[config.mk]
export PLATFORM = sky130hd
export DESIGN_NAME = lif_tdm_scheduler
export DESIGN_NICKNAME = d
export VERILOG_FILES = /design/src/rtl/lif_tdm_scheduler.sv
export SDC_FILE = /design/constraint.sdc
export NUM_CORES = 1
export LEC_CHECK = 0
export BUFFER_PORTS_ARGS = -buffer_cell sky130_fd_sc_hd__clkbuf_2
export CAP_MARGIN = 20
export CELL_PAD_IN_SITES_DETAIL_PLACEMENT = 0
export CELL_PAD_IN_SITES_GLOBAL_PLACEMENT = 1
export CORE_ASPECT_RATIO = 1.1
export CORE_MARGIN = 1
export CORE_UTILIZATION = 37
export CTS_CLUSTER_SIZE = 24
export DETAILED_ROUTE_END_ITERATION = 8
export PLACE_DENSITY_LB_ADDON = 0.2
export SYNTH_ARGS = -nofsm -noshare
export SYNTH_HDL_FRONTEND = slang
export SYNTH_SLANG_ARGS = --single-unit
[constraint.sdc]
create_clock -name i_clk -period 12.35 [get_ports i_clk]
set_clock_uncertainty 0.1 [all_clocks]
set_input_delay 2.47 -clock i_clk [delete_from_list [all_inputs] [get_ports i_clk]]
set_output_delay 2.47 -clock i_clk [all_outputs]
set_load 0.01 [all_outputs]
[src/rtl/lif_tdm_scheduler.sv]
// Time-multiplexed leaky integrate-and-fire scheduler: one shared update datapath
// sweeps all neurons per tick and queues spikes in a small FIFO for the router.
module lif_tdm_scheduler #(
  parameter int N_NEURONS  = 4,
  parameter int THRESHOLD  = 200,
  parameter int DECAY      = 1,
  parameter int REFRACTORY = 4,
  parameter int FIFO_DEPTH = 4
) (
  input  logic                         i_clk,
  input  logic                         i_reset,
  input  logic                         i_enable,
  input  logic                         i_tick,
  input  logic                         i_in_valid,
  input  logic [$clog2(N_NEURONS)-1:0] i_in_idx,
  input  logic [7:0]                   i_in_value,
  output logic                         o_busy,
  output logic                         o_sweep_done,
  output logic                         o_spike_valid,
  input  logic                         i_spike_ready,
  output logic [$clog2(N_NEURONS)-1:0] o_spike_idx,
  output logic                         o_spike_dropped,
  output logic [7:0]                   o_drop_count,
  input  logic [$clog2(N_NEURONS)-1:0] i_state_sel,
  output logic [7:0]                   o_state_out
);

  localparam int IW = $clog2(N_NEURONS);
  localparam int FW = $clog2(FIFO_DEPTH);
  localparam int RW = (REFRACTORY > 0) ? $clog2(REFRACTORY + 1) : 1;
  localparam logic [7:0]    C_TH    = 8'(THRESHOLD);
  localparam logic [7:0]    C_DECAY = 8'(DECAY);
  localparam logic [RW-1:0] C_REFR  = RW'(REFRACTORY);
  localparam logic [FW:0]   C_DEPTH = (FW + 1)'(FIFO_DEPTH);

  typedef enum logic [1:0] {
    S_IDLE   = 2'd0,
    S_FETCH  = 2'd1,
    S_UPDATE = 2'd2,
    S_DONE   = 2'd3
  } state_t;

  function automatic logic [7:0] sat_add(input logic [7:0] a, input logic [7:0] b);
    logic [8:0] s;
    s = {1'b0, a} + {1'b0, b};
    return s[8] ? 8'hFF : s[7:0];
  endfunction

  state_t          r_state;
  state_t          w_next_state;
  logic            w_fetch;
  logic            w_update;
  logic            w_last;
  logic [IW-1:0]   r_ptr;
  logic            r_busy;
  logic            r_done;

  logic [7:0]      r_mem  [N_NEURONS];
  logic [7:0]      r_stim [N_NEURONS];
  logic [RW-1:0]   r_refr [N_NEURONS];

  logic [7:0]      r_s;
  logic [7:0]      r_x;
  logic [RW-1:0]   r_r;
  logic [7:0]      w_sum;
  logic [7:0]      w_leak;
  logic [7:0]      w_next;
  logic            w_fire;
  logic            w_fwd_hit;

  logic [IW-1:0]   r_fifo [FIFO_DEPTH];
  logic [FW-1:0]   r_wr;
  logic [FW-1:0]   r_rd;
  logic [FW:0]     r_cnt;
  logic            w_valid;
  logic            w_full;
  logic            w_pop;
  logic            w_push_ok;
  logic            w_drop;
  logic            r_dropped;
  logic [7:0]      r_drop_count;

  assign w_last = (r_ptr == IW'(N_NEURONS - 1));

  always_ff @(posedge i_clk or posedge i_reset) begin
    if (i_reset) r_state <= S_IDLE;
    else         r_state <= w_next_state;
  end

  always_comb begin
    w_next_state = r_state;
    case (r_state)
      S_IDLE: begin
        if (i_tick && i_enable) w_next_state = S_FETCH;
        else                    w_next_state = S_IDLE;
      end
      S_FETCH:  w_next_state = S_UPDATE;
      S_UPDATE: begin
        if (w_last) w_next_state = S_DONE;
        else        w_next_state = S_FETCH;
      end
      S_DONE:   w_next_state = S_IDLE;
      default:  w_next_state = S_IDLE;
    endcase
  end

  always_comb begin
    w_fetch  = 1'b0;
    w_update = 1'b0;
    case (r_state)
      S_FETCH:  w_fetch  = 1'b1;
      S_UPDATE: w_update = 1'b1;
      default: begin
        w_fetch  = 1'b0;
        w_update = 1'b0;
      end
    endcase
  end

  // Status outputs are registered from the next state so they align with the state itself.
  always_ff @(posedge i_clk or posedge i_reset) begin
    if (i_reset) begin
      r_busy <= 1'b0;
      r_done <= 1'b0;
      r_ptr  <= '0;
    end else begin
      r_busy <= (w_next_state != S_IDLE);
      r_done <= (w_next_state == S_DONE);
      if (w_update) r_ptr <= r_ptr + IW'(1);
      else          r_ptr <= r_ptr;
    end
  end

  // A write landing on the neuron during its FETCH is folded into the latched stimulus.
  assign w_fwd_hit = i_in_valid && (i_in_idx == r_ptr);

  always_ff @(posedge i_clk or posedge i_reset) begin
    if (i_reset) begin
      r_s <= 8'd0;
      r_x <= 8'd0;
      r_r <= '0;
    end else if (w_fetch) begin
      r_s <= r_mem[r_ptr];
      r_x <= w_fwd_hit ? sat_add(r_stim[r_ptr], i_in_value) : r_stim[r_ptr];
      r_r <= r_refr[r_ptr];
    end else begin
      r_s <= r_s;
      r_x <= r_x;
      r_r <= r_r;
    end
  end

  assign w_sum  = sat_add(r_s, r_x);
  assign w_leak = (r_s < C_DECAY) ? r_s : C_DECAY;
  assign w_next = w_sum - w_leak;
  assign w_fire = w_update && (r_r == RW'(0)) && (w_next >= C_TH);

  always_ff @(posedge i_clk or posedge i_reset) begin
    if (i_reset) begin
      for (int i = 0; i < N_NEURONS; i++) begin
        r_mem[i]  <= 8'd0;
        r_refr[i] <= RW'(0);
      end
    end else begin
      for (int i = 0; i < N_NEURONS; i++) begin
        if (w_update && (r_ptr == IW'(i))) begin
          if (r_r != RW'(0)) begin
            r_mem[i]  <= 8'd0;
            r_refr[i] <= r_r - RW'(1);
          end else if (w_next >= C_TH) begin
            r_mem[i]  <= 8'd0;
            r_refr[i] <= C_REFR;
          end else begin
            r_mem[i]  <= w_next;
            r_refr[i] <= RW'(0);
          end
        end else begin
          r_mem[i]  <= r_mem[i];
          r_refr[i] <= r_refr[i];
        end
      end
    end
  end

  // Clearing in UPDATE wins over accumulation; a coincident write seeds the next sweep.
  always_ff @(posedge i_clk or posedge i_reset) begin
    if (i_reset) begin
      for (int i = 0; i < N_NEURONS; i++) r_stim[i] <= 8'd0;
    end else begin
      for (int i = 0; i < N_NEURONS; i++) begin
        if (w_update && (r_ptr == IW'(i))) begin
          if (i_in_valid && (i_in_idx == IW'(i))) r_stim[i] <= i_in_value;
          else                                    r_stim[i] <= 8'd0;
        end else if (i_in_valid && (i_in_idx == IW'(i))) begin
          r_stim[i] <= sat_add(r_stim[i], i_in_value);
        end else begin
          r_stim[i] <= r_stim[i];
        end
      end
    end
  end

  assign w_valid   = (r_cnt != (FW + 1)'(0));
  assign w_full    = (r_cnt == C_DEPTH);
  assign w_pop     = w_valid && i_spike_ready;
  assign w_push_ok = w_fire && (!w_full || w_pop);
  assign w_drop    = w_fire && w_full && !w_pop;

  always_ff @(posedge i_clk or posedge i_reset) begin
    if (i_reset) begin
      for (int i = 0; i < FIFO_DEPTH; i++) r_fifo[i] <= IW'(0);
      r_wr         <= '0;
      r_rd         <= '0;
      r_cnt        <= '0;
      r_dropped    <= 1'b0;
      r_drop_count <= 8'd0;
    end else begin
      if (w_push_ok) begin
        r_fifo[r_wr] <= r_ptr;
        r_wr         <= r_wr + FW'(1);
      end else begin
        r_wr <= r_wr;
      end
      if (w_pop) r_rd <= r_rd + FW'(1);
      else       r_rd <= r_rd;
      case ({w_push_ok, w_pop})
        2'b10:   r_cnt <= r_cnt + (FW + 1)'(1);
        2'b01:   r_cnt <= r_cnt - (FW + 1)'(1);
        default: r_cnt <= r_cnt;
      endcase
      r_dropped <= w_drop;
      if (w_drop && (r_drop_count != 8'hFF)) r_drop_count <= r_drop_count + 8'd1;
      else                                   r_drop_count <= r_drop_count;
    end
  end

  assign o_busy          = r_busy;
  assign o_sweep_done    = r_done;
  assign o_spike_valid   = w_valid;
  assign o_spike_idx     = r_fifo[r_rd];
  assign o_spike_dropped = r_dropped;
  assign o_drop_count    = r_drop_count;
  assign o_state_out     = r_mem[i_state_sel];

endmodule

# Yosys cells after proc, flatten, opt, wreduce, memory -nomap -nowiden
# Cells that the tools add are included.
[word_totals]
register_bits = 125
latch_bits = 0
ram_bits = 0
romBits = 0
inputBits = 18
output_inout_bits = 22
word_cells = 149
n_memories = 0
[op_classes]
n_addsub = 14
mul = 0
div = 0
n_lt_le_gt_ge = 7
n_eq_ne = 15
n_shift = 0
n_mux = 48
n_bitwise = 4
n_reduce_logical = 33
[ops]
columns = ["operator", "count"]
rows = [
  ["$mux 8", 28],
  ["$add 8x8->9", 6],
  ["$bmux 8 s2", 3],
  ["$logic_and 1x1->1", 18],
  ["$eq 2x2->1 const B", 8],
  ["$ge 3x3->1 const B", 4],
  ["$mux 3", 4],
  ["$not 2->3", 4],
  ["$reduce_bool 2->1", 6],
  ["$add 8x1->8 const B", 1],
  ["$bwmux 8", 1],
  ["$eq 2x1->1 const B", 4],
  ["$ge 8x8->1 const B", 1],
  ["$lt 8x1->1 const B", 1],
  ["$mux 2", 4],
  ["$ne 8x8->1 const B", 1],
  ["$pmux 2 s4", 1],
  ["$sub 8x8->8", 1],
  ["$add 2x1->2 const B", 3],
  ["$bmux 3 s2", 1],
  ["$logic_not 2->1", 3],
  ["$pmux 3 s2", 1],
  ["$reduce_bool 3->1", 2],
  ["$sub 3x1->3 const B", 2],
  ["other kinds (10)", 13],
]

# Longest topological paths before layout
[logic_depth]
depth_word = 8
ltp_mapped = 24
ltp_nobuf = 23

# Worst setup path before layout
# Ideal clock, no wire load.
[synth_timing]
path_type = "input to output"
start = "in i_state_sel[0]"
end = "out o_state_out[0]"
t_arrival_ns = 3.485
required_time_ns = 9.780
path_slack_ns = 6.295
path_stages = 2
path_buffers = 1
path_cell_list = "clkbuf_1 > mux4_2"
[synth_between]
elab_chain_cells = 4
[synth_rtl]
columns = ["element", "line", "rtl"]
rows = [
  ["start, declared", "24", "input logic [$clog2(N_NEURONS)-1:0] i_state_sel,"],
  ["$not 2->3 (not written as such)", "243", "assign o_state_out = r_mem[i_state_sel];"],
  ["$bmux 8 s2", "243", ""],
  ["$mux 8 (not written as such) (2 in a row)", "243", ""],
  ["end, declared", "25", "output logic [7:0] o_state_out"],
]
# No other way between the ends. The select of a mux whose other input is x is not followed.

# Final worst setup path
[layout_timing]
start = "in i_state_sel[0]"
end = "out o_state_out[3]"
# Same word-level chain as after synthesis.

==> impl_metrics.ini <==
[yosys]
ys.flop_type = dfrtp_1
synth_top_area_share = 0.3833
synth-xor-area-share = 0.05704
yosysMostFrequentCell = dfrtp_1
ys.warnings.count = 0
yosysTopAreaCell = dfrtp_1
synth-seq-area-share = 0.3833
synth.cell_area_mm2 = 0.008160
ys_top_cells_by_area = dfrtp_1 38%, ha_1 10%, mux4_2 8.0%, o21ai_0 4.5%, nand2_1 4.5%
yosysUniqueCellTypes = 60
synth_top_family_by_area = compound AO/OA/AOI/OAI gates
synth-simple-area-share = 0.1368
ys_ff_latch = 125
synthCells = 808
syn_avg_cell_area_um2 = 10.10
ys_async_sr_fraction = 1.000
synth_fa_ha_area_frac = 0.1193
synth_compound_area_frac = 0.1619
synth_edf_count = 0
synth_commonest_cells = 125 x dfrtp_1, 97 x nand2_1, 73 x o21ai_0, 65 x ha_1, 45 x nor2_1
synthMuxAreaShare = 0.1115

[global_routing]
grt_max_degree = 81
grt.total_usage = 0.1939
grt.overflow.total = 0
grtUsageMet1 = 0.2472
grt_pass1_wl_mm = 33.34
gr-usage-met2 = 0.3375
grt_util_met3 = 0.02783
busiest_layer = met2
antenna_found_initial = 0
grt_pass1_vias = 6222

[cts]
cts_tree = done
hold_buffers = 0
cts_setup_buffers = 0
clock_path_buffers = 2
clock-sinks = 125
htreeDepth = 4
clk_latency_ps = 420
cts_resized = 0
clock-root-buffer = clkbuf_16
path_clk_slew_ps = 60
cts_buffers = 17

[pwr]
vdd_drop_max_mv = 0.1087
p_leak_nw = 4.312
power_density_mw_per_mm2 = 303.7

[critical_path]
r2r_slack_ps = 6870
cp-end-kind = primary output
crit_type = primary input to primary output
r2r-end = r_cnt[2]
rr_worst_depth = 22
crit_required_ps = 9780
r2r-start = r_s[0]
path_max_fanout = 8
start_kind = primary input
worstPathArrival_ps = 3430

[route]
wl_per_cell_um = 17.88
vias = 6190
drt_first_pass_iters = 5
drt-total-wl_mm = 20.60
drtAntennaViolNets = 0
drtIter0Drc = 210
drc = 0
drt-vias-per-instance = 5.373

[sta]
fin_crit_ps = 5995
period_share = 0.4854
setup_viol = 0
fmax_ghz = 0.1668
final.setup.tns_ps = 0
hold_viol = 0
hold_ws_ps = 387.7
tightestPinTransition_ps = 1052
slew_viol_final = 0
slew_headroom = 0.2968
rsz0062_at_grt = no
fin_ws_ps = 6355

[place]
gp_congestion = 0.7963
pre_cts_ws_ps = 6341
place_area_mm2 = 0.008666
io_buffer_count = 39
hpwl_mm = 14.89
dpl.cell_count = 1118

[floorplanning]
rows = 56
die_w_um = 143.6
fp.coreArea_mm2 = 0.02144
die_area_mm2 = 0.02265
die_y_um = 157.8
io_pins = 40
start_util = 0.3806

[hold_path]
hold_start = r_x[5]
hold-path-endpoint = r_x[5]
hold_depth = 2
hold_class = flop to flop

[layout]
diodes = 0
synthToLayoutAreaGrowth_pct = 14.75
final_nets = 940
final_cells = 1152
fill_cells = 2087
finalInstanceArea_mm2 = 0.009364
drive_above_1_share = 0.1694

[status]
outcome = finished, final reports clean

[flow_run]
maxCapViolations = 0
==> routing by layer <==
layer	vias to the layer above	routed length [um]
met3	24	582
li1	2987	-
met1	3069	9314
met2	110	10430
met4	0	266
met5	-	0
==> cells by family (layout without fill, tap and decap cells) <==
group / after synthesis / after routing
and+or+nand+nor: 234 / 234
AOI/OAI and AO/OA: 210 / 210
DFF: 125 / 125
adders and majority gates: 73 / 73
buffers and inverters: 61 / 110
muxes: 52 / 52
xor gates and xnor gates: 51 / 51
other: 2 / 7
==> area by class of cell <==
| class | instances | area [um^2] | area share |
|---|---|---|---|
| clock buffer | 17 | 425.4 | 0.04543 |
| tap | 290 | 362.8 | 0.03875 |
| timing repair buffer | 48 | 302.8 | 0.03234 |
| multi-input combinational | 627 | 4812 | 0.5139 |
| inverter | 30 | 115.1 | 0.01229 |
| clock inverter | 15 | 217.7 | 0.02325 |
| sequential | 125 | 3128 | 0.3340 |
==> cells in the final DEF, fill, tap and decap left out, drive strengths merged, types with 3 or more instances in the layout <==
master    n
a211oi    4
a21boi    9
a21o     26
a21oi    42
and2      6
and3      8
buf       9
bufinv    3
clkbuf   56
clkinv    3
conb      7
dfrtp   125
fa        8
ha       65
inv      39
mux2     21
mux4     29
nand2    97
nand2b    9
nand3     6
nand4     6
nor2     45
nor2b    14
nor3     27
nor3b     3
nor4      4
o21a      7
o21ai    83
o221ai    4
o22ai     8
o31ai    14
or2       3
xnor2    34
xor2     17
==> per-stage QoR <==
stage | utilization | power, W
4_1_cts | 0.4342 | 0.002864
6_report | 0.4367 | 0.002844
5_1_grt | 0.4367 | 0.003087
3_3_place_gp | 0.4042 | 0.002246
3_5_place_dp | 0.4042 | 0.002300
2_1_floorplan | - | 0.001930
==> worst max-delay path: stages <==
cell,delay (ps)
clkbuf_2,260
mux4_2,550
clkbuf_2,140
==> worst max-delay path by stage <==
| stage | startpoint | end | slack [ps] |
|---|---|---|---|
| 6_report | i_state_sel[0] | o_state_out[3] | 6350 |
| 5_1_grt | i_state_sel[0] | o_state_out[3] | 6290 |
| 4_1_cts | i_state_sel[0] | o_state_out[3] | 6340 |
| 3_5_place_dp | i_state_sel[0] | o_state_out[3] | 6340 |
| 3_3_place_gp | i_state_sel[0] | o_state_out[5] | 6370 |
| 2_1_floorplan | i_state_sel[0] | o_state_out[0] | 6290 |
==> power breakdown <==
group / leakage [nW] / internal [W] / switching, W / total (W)
clock: 0.317 / 0.000330 / 0.000220 / 0.000550
sequential: 1.58 / 0.000574 / 0.000147 / 0.000721
combinational: 2.42 / 0.000675 / 0.000897 / 0.00157
==> flip-flops by register name, indices dropped and copies added (netlist names) <==
name,cells
r_s,8
r_ptr,2
r_refr,12
r_cnt,3
r_state,2
o_spike_dropped,1
r_rd,2
o_drop_count,8
r_mem,32
o_busy,1
r_wr,2
r_stim,32
r_fifo,8
r_r,3
r_x,8
o_sweep_done,1
(Power assumes the default switching activity.)
